<file path="config.mk">
export PLATFORM = sky130hd
export DESIGN_NAME = bit_deser
export DESIGN_NICKNAME = d
export VERILOG_FILES = /design/src/rtl/bit_deser.sv
export SDC_FILE = /design/constraint.sdc
export NUM_CORES = 1
export LEC_CHECK = 0
export BUFFER_PORTS_ARGS = -buffer_cell sky130_fd_sc_hd__buf_4
export CAP_MARGIN = 20
export CORE_MARGIN = 2
export CORE_UTILIZATION = 60
export CTS_CLUSTER_SIZE = 20
export DETAILED_ROUTE_END_ITERATION = 16
export PLACE_DENSITY = 0.8
export SYNTH_ARGS = -nofsm -noshare
export SYNTH_HDL_FRONTEND = slang
export SYNTH_SLANG_ARGS = --single-unit
</file>
<file path="constraint.sdc">
create_clock -name clk -period 2.6 [get_ports clk]
set_input_delay 0.39 -clock clk [delete_from_list [all_inputs] [get_ports clk]]
set_output_delay 0.39 -clock clk [all_outputs]
set_load 0.01 [all_outputs]
</file>
<file path="src/rtl/bit_deser.sv">
// -----------------------------------------------------------------------------
// bit_deser: serial-to-parallel framer.
//
// This block consumes the 1-bit stream from the upstream dff stage. It scans
// that stream for the SYNC word. When it finds the word, it assembles
// FRAME_WORDS data words of WIDTH bits each, MSB first. Each finished word goes
// into a 2-entry FIFO that the consumer drains through a valid/ready handshake.
//
// Ports
//   clk         clock; all state updates on the rising edge
//   rst         asynchronous active-low reset, clears all state
//   din         serial data bit
//   din_en      qualifies din; a bit is sampled only when din_en=1
//   dout        head word of the output buffer
//   dout_valid  buffer holds at least one word
//   dout_ready  consumer takes the head on a cycle with dout_valid & dout_ready
//   locked      1 while collecting a frame
//   overflow    sticky; set when a completed word is dropped on a full buffer
//   state_dbg   framer state (0 = HUNT, 1 = COLLECT) for checkers
//
// Handshake: a word transfers on every rising edge where dout_valid and
// dout_ready are both 1. dout_valid does not depend on dout_ready. dout holds
// steady while dout_valid=1 and no transfer happens.
// -----------------------------------------------------------------------------
module bit_deser #(
  parameter int               WIDTH       = 8,
  parameter logic [WIDTH-1:0] SYNC        = 8'hA5,
  parameter int               FRAME_WORDS = 4
) (
  input  logic             clk,
  input  logic             rst,
  input  logic             din,
  input  logic             din_en,
  output logic [WIDTH-1:0] dout,
  output logic             dout_valid,
  input  logic             dout_ready,
  output logic             locked,
  output logic             overflow,
  output logic             state_dbg
);

  localparam int BW  = $clog2(WIDTH);
  localparam int WCW = $clog2(FRAME_WORDS + 1);
  localparam logic [BW-1:0]  LAST_BIT  = BW'(WIDTH - 1);
  localparam logic [WCW-1:0] LAST_WORD = WCW'(FRAME_WORDS - 1);

  typedef enum logic {
    HUNT    = 1'b0,
    COLLECT = 1'b1
  } state_t;

  state_t state, state_nxt;

  logic [WIDTH-1:0] hunt_sh;
  logic [WIDTH-1:0] word_sh;
  logic [BW-1:0]    bit_cnt;
  logic [WCW-1:0]   word_cnt;

  logic [WIDTH-1:0] hunt_nxt;
  logic [WIDTH-1:0] word_done;
  logic             sync_hit;
  logic             word_push;
  logic             frame_end;

  // The hunt compares against the value after the shift. Because of that,
  // the sync word is recognised on the edge that samples its last bit.
  assign hunt_nxt  = {hunt_sh[WIDTH-2:0], din};
  assign word_done = {word_sh[WIDTH-2:0], din};
  assign sync_hit  = (state == HUNT) && din_en && (hunt_nxt == SYNC);
  assign word_push = (state == COLLECT) && din_en && (bit_cnt == LAST_BIT);
  assign frame_end = word_push && (word_cnt == LAST_WORD);

  // ---------------------------------------------------------------------------
  // Framer FSM
  // ---------------------------------------------------------------------------
  always_ff @(posedge clk or negedge rst) begin
    if (!rst) begin
      state <= HUNT;
    end else begin
      state <= state_nxt;
    end
  end

  always_comb begin
    state_nxt = state;
    case (state)
      HUNT:    if (sync_hit)  state_nxt = COLLECT;
      COLLECT: if (frame_end) state_nxt = HUNT;
      default: state_nxt = HUNT;
    endcase
  end

  // ---------------------------------------------------------------------------
  // Shift registers and counters. When din_en=0, every one of them holds.
  // ---------------------------------------------------------------------------
  always_ff @(posedge clk or negedge rst) begin
    if (!rst) begin
      hunt_sh  <= '0;
      word_sh  <= '0;
      bit_cnt  <= '0;
      word_cnt <= '0;
    end else if (din_en) begin
      if (state == HUNT) begin
        if (sync_hit) begin
          // Start the next hunt from a clean window. This keeps bits from
          // before the frame out of the next sync match.
          hunt_sh  <= '0;
          bit_cnt  <= '0;
          word_cnt <= '0;
        end else begin
          hunt_sh <= hunt_nxt;
        end
      end else begin
        word_sh <= word_done;
        if (word_push) begin
          bit_cnt  <= '0;
          word_cnt <= frame_end ? '0 : word_cnt + WCW'(1);
        end else begin
          bit_cnt <= bit_cnt + BW'(1);
        end
      end
    end
  end

  // ---------------------------------------------------------------------------
  // 2-entry output FIFO
  // ---------------------------------------------------------------------------
  logic [WIDTH-1:0] mem [2];
  logic             rd_ptr;
  logic             wr_ptr;
  logic [1:0]       count;
  logic             full;
  logic             pop;
  logic             accept;
  logic             drop;

  assign full   = (count == 2'd2);
  assign pop    = dout_valid && dout_ready;
  // A pop in the same cycle frees a slot, so a push on a full buffer
  // is accepted when a pop happens alongside it.
  assign accept = word_push && (!full || pop);
  assign drop   = word_push && full && !pop;

  always_ff @(posedge clk or negedge rst) begin
    if (!rst) begin
      mem[0]   <= '0;
      mem[1]   <= '0;
      rd_ptr   <= 1'b0;
      wr_ptr   <= 1'b0;
      count    <= 2'd0;
      overflow <= 1'b0;
    end else begin
      if (accept) begin
        mem[wr_ptr] <= word_done;
        wr_ptr      <= ~wr_ptr;
      end
      if (pop) begin
        rd_ptr <= ~rd_ptr;
      end
      case ({accept, pop})
        2'b10:   count <= count + 2'd1;
        2'b01:   count <= count - 2'd1;
        default: count <= count;
      endcase
      if (drop) begin
        overflow <= 1'b1;
      end
    end
  end

  assign dout       = mem[rd_ptr];
  assign dout_valid = (count != 2'd0);
  assign locked     = (state == COLLECT);
  assign state_dbg  = state;

endmodule

</file>
==> summary.md, run 1 <==
| Metric | Value |
|---|---|
| Status | `finished with violations` |
| Failing checks | `negative hold slack` |
| Design Area, Final | `2096 um^2` |
| Final nets | `167` |
| Leak | `1.034 nW` |
| Max Buffers Root-to-Sink | `2` |
| Number of DRC markers in iteration 0 | `48` |
| Yosys reg bits | `42` |
| Yosys cell types | `39` |
| DRC violations left | `0` |
| Synth top area share | `56.00%` |
| Crit Path Class | `reg2reg` |
| Final WS setup | `0.4418 ns` |
| Mean post-synth cell area | `13.41 um^2` |
| Sequential area share after synthesis | `56.00%` |
| Sink Count | `42` |
| DRT antenna net count | `0` |
| Initial antenna violation count | `0` |
| Dpl ws | `0.4824 ns` |
| Mux cell area share after synthesis | `21.53%` |
| Worst Path Required | `2.84 ns` |
| Io pins | `17` |
| Site Rows | `20` |
| Initial cell density of the core | `62.50%` |
| Most common cell in the netlist | `dfrtp_1` |
| Tot Pwr | `1.956 mW` |
| Post-CTS sizing | `0` |
| Largest family of logic cells by synthesized area | `multiplexers` |
| Cell area power density | `933.4 nW/um^2` |
| Worst slew margin | `55.01%` |
| Gpl congestion | `0.7215` |
| YS warnings | `0` |
| Post-CTS setup repair buffer count | `0` |
| Drt wl/cell | `16.24 um` |
| I/O Buffers | `16` |
| Top cells by count, synth | `dfrtp_1 (42), mux2_2 (35), nand2_1 (8)` |
| P&R area growth vs syn | `11.67%` |
| Worst Path Max Fanout | `8` |
| Setup crit start kind | `flop` |
| Placed insts | `184` |
| Vias/cell | `5.859` |
| CP Cell Sequence | `ha_1 > ha_1 > nand3_1 > nor3_2 > mux2_2` |
| Core area | `3003 um^2` |
| First drt pass iteration count | `4` |
| Post-synthesis simple-gate area fraction | `9.400%` |
| Comb pwr share | `28.7%` |
| Syn Inst Count | `140` |
| WP data arrival | `2.40 ns` |
| Diode count | `0` |
| Synth Area in Compound Gates | `5.733%` |
| CTS H-tree depth | `2` |
| Worst Reg2Reg Path Length in Cells | `5` |
| CTS tree | `built` |
| Die area | `3592 um^2` |
| Worst path slowest cell | `nor3_2` |
| Crit share post-route | `83.01%` |
| CTS Hold Bufs | `0` |
| Dominant synthesized flop cell | `dfrtp_1` |
| Layout Skew | `0.01518 ns` |
| Seq pwr share | `49.9%` |
| Setup TNS | `0 ns` |
| Post-synth EDFFs | `0` |
| Crit path buf inv count | `0` |
| Pint | `1.323 mW` |
| Number of buffers created by CTS | `5` |
| Family with the most delay on the worst path | `simple AND/OR/NAND/NOR gates` |
| GR Overflow Total | `0` |
| DIE HEIGHT | `59.93 um` |
| CP Depth | `5` |
| Hold slack | `-0.01218 ns` |
| Post-Synth XOR/XNOR Area | `2.333%` |
| Fin cells | `192` |
| Synth area leaders | `dfrtp_1 (56%), mux2_2 (21%), ha_1 (2.7%), nand2_1 (1.6%), xnor2_1 (1.4%)` |
| Post-synth top area cell | `dfrtp_1` |
| Switching Fraction | `32.37%` |
| Fmax | `0.4634 GHz` |
| Post-Synth Adder-Cell Area | `2.667%` |
| DR vias | `1125` |
| Final Max Tran Viols | `0` |
| Final WL | `3.119 mm` |
| Reg2Reg Setup Slack | `0.44 ns` |
| Post-DP Area | `2013 um^2` |
| Most used cell, CP | `ha_1` |
| Core Util, Final | `69.79%` |
| Clock share of power | `21.4%` |
| Critical path's largest stage delay | `0.61 ns` |
| Number of max-cap violations | `0` |
| First-pass GRT wire length | `5.464 mm` |
| Largest net degree at the start of global routing | `43` |
| # setup viols final | `0` |
| Worst setup EP type | `flop` |
| P_sw | `0.6332 mW` |
| Unrepaired setup endpoints after global routing | `no` |
| Vias in the first global route | `1187` |
| Post-Syn Area | `1877 um^2` |
| Clk slew on worst S/H paths | `0.14 ns` |
| Final Hold Fails | `16` |
| Slew @ Worst Pin | `0.6712 ns` |
| DIE WIDTH | `59.93 um` |
| HP Class | `in2async` |
| Post-DP HPWL | `2.073 mm` |
| Maximum vdd drop | `0.4616 mV` |
| Worst skew pair latency | `0.36 ns` |
| Final min period | `2.158 ns` |
| Clk root buf | `clkbuf_4` |
| Overall routing resource usage | `20.89%` |
| Synthesized Nets | `149` |
| Share of layout cells above drive strength 1 | `40.88%` |
| Asr flop ratio synth | `100.0%` |
-- flip-flops by register name (all words and copies together) (netlist names) --
register	flops
bit_cnt	3
count	2
hunt_sh	7
locked	1
mem	16
overflow	1
rd_ptr	1
word_cnt	3
word_sh	7
wr_ptr	1
-- layout make-up --
type                       count  area [um^2]
timing repair buffer          16        120.1
fill                         221        907.1
clock inverter                 3        45.04
sequential                    42         1051
multi-input combinational     88        782.0
tap                           33        41.29
inverter                       5        18.77
clock buffer                   5        37.54
-- cell families (layout without fill, tap and decap cells) --
group / count (synthesis) / count (layout)
and+or+nand+nor: 28 / 28
adders and majority gates: 4 / 4
xor gates and xnor gates: 5 / 5
buffers and inverters: 10 / 29
muxes: 36 / 36
AOI/OAI and AO/OA: 15 / 15
DFF: 42 / 42
-- placed cells by master, fill, tap and decap left out, drive strengths merged --
cell and instances:
ha 4, clkinvlp 2, a221o 1, or2 1, o31a 1, or4b 1, o32ai 1, a21oi 1
mux2i 1, o21ai 3, nor3 2, a22oi 1, nand3b 2, and3 1, nand4b 1, buf 16
nor3b 2, bufinv 1, a211o 1, mux2 35, nor2b 2, nand2b 1, o31ai 1, nand2 8
nand3 2, dfrtp 42, clkbuf 5, xnor2 3, nor4bb 1, inv 5, or3b 1, xor2 2
o22ai 2, a21o 3, and2 1, nor2 2
-- power groups by stage --
stage               clock network [mW]  logic (mW)  registers, mW
finish                           0.419       0.561          0.976
global route                     0.454       0.630           1.00
CTS                              0.428       0.566          0.975
detailed placement                   0       0.559          0.985
global placement                     0       0.532          0.974
floorplan                            0       0.463          0.917
-- per-layer routing --
layer / track usage [%] / up-vias / share of wire [%]
li1: - / 540 / -
met1: 28.18 / 547 / 47
met2: 31.83 / 28 / 46
met3: 4.545 / 10 / 4.1
met4: 10.48 / 0 / 2.2
met5: 0 / - / 0
-- worst paths after layout --
path | from | to
max | bit_cnt[0] | mem[10]
min | rst | locked
max reg2reg | bit_cnt[0] | mem[10]
min reg2reg | overflow | overflow
max in group asynchronous | rst | word_sh[3]
min in group clk | din | hunt_sh[2]
(Power assumes the default switching activity.)
==> run 2, diff against run 1 <==
CORE_UTILIZATION = 58   (was 60)
PLACE_DENSITY = 0.78   (was 0.8)
clock period = 2.2 ns   (was 2.6 ns; I/O delays follow)
==> summary.md, run 2 (synthesized netlist as in run 1, its figures left out) <==
| Metric | Value |
|---|---|
| Most common cell after layout, fill and taps aside | `dfrtp_1` |
| Most frequent cells in the layout | `dfrtp_1 (42), mux2_2 (35), buf_4 (17)` |
| Clk slew on worst S/H paths | `0.13 ns (about the same)` |
| Leak | `1.041 nW (+0.62%)` |
| RR Endpoint | `count[1]` |
| Sink Count | `42 (unchanged)` |
| Initial cell density of the core | `60.98% (-1.5 points)` |
| Clock share of power | `18.1% (-3.3 points)` |
| Switching Fraction | `32.78% (+0.41 points)` |
| Crit share post-route | `84.61% (+1.6 points)` |
| Area of the multi-input gates | `782.0 um^2 (unchanged)` |
| CP Cell Sequence | `ha_1 > ha_1 > and3_1 > nand2_1 > ha_1 > nor2_1 > xor2_1` |
| Design Area, Final | `2108 um^2 (+0.60%)` |
| CTS H-tree depth | `2 (unchanged)` |
| WHS Path Cells | `2` |
| Final nets | `169 (+1.2%)` |
| Seq pwr share | `52.1% (+2.2 points)` |
| Worst Reg2Reg Path Length in Cells | `7 (+2)` |
| Pint | `1.483 mW (+12%)` |
| Die area | `3707 um^2 (+3.2%)` |
| CTS Hold Bufs | `1 (+1)` |
| Largest registers | `mem (16), hunt_sh (7), word_sh (7)` |
| DIE HEIGHT | `60.89 um (+1.6%)` |
| RR Startpoint | `bit_cnt[0]` |
| Maximum vdd drop | `0.5275 mV (+14%)` |
| Drt wl/cell | `14.79 um (-9.0%)` |
| DRC violations left | `0 (unchanged)` |
| Unrepaired setup endpoints after global routing | `no` |
| Gpl congestion | `0.7526 (+4.3%)` |
| Post-CTS setup repair buffer count | `0 (unchanged)` |
| Number of max-cap violations | `0 (unchanged)` |
| Crit Path Class | `reg2reg` |
| Slew @ Worst Pin | `0.5059 ns (-0.1653 ns)` |
| Share of layout cells above drive strength 1 | `40.99% (+0.11 points)` |
| Clk root buf | `clkbuf_4` |
| Number of DRC markers in iteration 0 | `37 (-23%)` |
| P&R area growth vs syn | `12.33%` |
| Comb pwr share | `29.8% (+1.1 points)` |
| DIE WIDTH | `60.89 um (+1.6%)` |
| Crit path buf inv count | `0 (unchanged)` |
| DR vias | `1126 (+0.089%)` |
| Hold worst-path end | `hunt_sh[2]` |
| Vias/cell | `5.493 (-6.3%)` |
| Worst path slowest cell | `dfrtp_1` |
| WP data arrival | `2.15 ns (-0.25 ns)` |
| Worst skew pair latency | `0.35 ns (about the same)` |
| Final WL | `3.031 mm (-2.8%)` |
| Status | `completed` |
| Initial antenna violation count | `0 (unchanged)` |
| Fillers | `248 (+12%)` |
| CTS tree | `built` |
| Worst Path Required | `2.49 ns (-0.35 ns)` |
| Diode count | `0 (unchanged)` |
| Reg2Reg Setup Slack | `0.34 ns (-0.10 ns)` |
| Final Max Tran Viols | `0 (unchanged)` |
| Most used cell, CP | `ha_1` |
| Worst setup EP type | `flop` |
| DRT antenna net count | `0 (unchanged)` |
| Cell area power density | `1046 nW/um^2 (+12%)` |
| Critical path's largest stage delay | `0.41 ns (-0.20 ns)` |
| Worst Path Max Fanout | `5 (-3)` |
| Number of buffers created by CTS | `5 (unchanged)` |
| Final Hold Fails | `0 (-16)` |
| Core area | `3078 um^2 (+2.5%)` |
| Setup crit start kind | `flop` |
| Worst slew margin | `66.27% (+11 points)` |
| Reg area | `1051 um^2 (unchanged)` |
| Max Buffers Root-to-Sink | `2 (unchanged)` |
| I/O Buffers | `16 (unchanged)` |
| Family with the most delay on the worst path | `adder cells` |
| Biggest register | `mem` |
| Vias in the first global route | `1066 (-10%)` |
| Setup TNS | `0 ns (unchanged)` |
| P_sw | `0.7232 mW (+14%)` |
| Layout Skew | `0.01410 ns (-0.001078 ns)` |
| First drt pass iteration count | `4 (unchanged)` |
| Io pins | `17 (unchanged)` |
| First-pass GRT wire length | `5.016 mm (-8.2%)` |
| Largest net degree at the start of global routing | `43 (unchanged)` |
| Max reg flops | `16 (unchanged)` |
| HP Class | `in2reg` |
| Final min period | `1.861 ns (-0.2969 ns)` |
| Post-DP Area | `2034 um^2 (+1.1%)` |
| Overall routing resource usage | `19.15% (-1.7 points)` |
| GR Overflow Total | `0 (unchanged)` |
| Post-CTS sizing | `0 (unchanged)` |
| Fmax | `0.5373 GHz (+16%)` |
| Post-DP HPWL | `2.159 mm (+4.1%)` |
| Min-delay src | `din` |
| Site Rows | `20 (unchanged)` |
| # setup viols final | `0 (unchanged)` |
## run 2: cell types whose count changed in the layout (fill, tap and decap cells not counted), sizes merged
cell         delta
clkinvlp        -1
bufinv          -1
clkinv          +1
dlygate4sd3     +1
clkbuf          +1
buf             +1
## run 2: layout make-up
class	instances	area share, %
inverter	5	0.8902
timing repair buffer	18	6.528
multi-input combinational	88	37.09
tap	44	2.611
sequential	42	49.85
clock inverter	2	0.5935
clock buffer	6	2.433
## run 2: through the flow
step	worst slack, ns	hold slack (ns)	total power, mW	util (%)	std cells
floorplan	0.4044	0.03441	1.632	-	140
global placement	0.4126	0.3348	1.787	66.10	196
detailed placement	0.3528	0.3400	1.839	66.10	196
CTS	0.3175	0.1827	2.240	68.50	205
global route	0.1632	0.1910	2.382	68.50	205
finish	0.3387	0.1972	2.206	68.50	205
## run 2: worst max-delay path by stage
stage,startpoint,end,slack (ns),depth (start not counted)
6_report,bit_cnt[0],count[1],0.34,7
5_1_grt,bit_cnt[0],count[1],0.16,7
4_1_cts,bit_cnt[0],count[1],0.32,7
3_5_place_dp,bit_cnt[0],count[1],0.35,7
3_3_place_gp,bit_cnt[0],count[1],0.41,7
2_1_floorplan,bit_cnt[0],mem[8],0.40,5
## run 2: power by group through the flow
stage | logic, mW | clock network, mW | registers (mW)
2_1_floorplan | 0.547 | 0 | 1.08
3_3_place_gp | 0.636 | 0 | 1.15
3_5_place_dp | 0.672 | 0 | 1.17
4_1_cts | 0.672 | 0.415 | 1.15
5_1_grt | 0.747 | 0.451 | 1.18
6_report | 0.658 | 0.399 | 1.15
## run 2: routing by layer
| layer | vias up | global-route usage (%) | wire length, um |
|---|---|---|---|
| met5 | - | 0 | 0 |
| met4 | 0 | 7.453 | 48 |
| li1 | 538 | - | - |
| met3 | 5 | 6.397 | 112 |
| met1 | 565 | 25.35 | 1420 |
| met2 | 18 | 29.34 | 1448 |
## run 2: worst reg2reg max path, delay by kind of cell (launching register included)
family | cells | cell delay, ns
adders and majority gates | 3 | 0.71
and+or+nand+nor | 3 | 0.52
DFF | 1 | 0.41
xor gates and xnor gates | 1 | 0.16
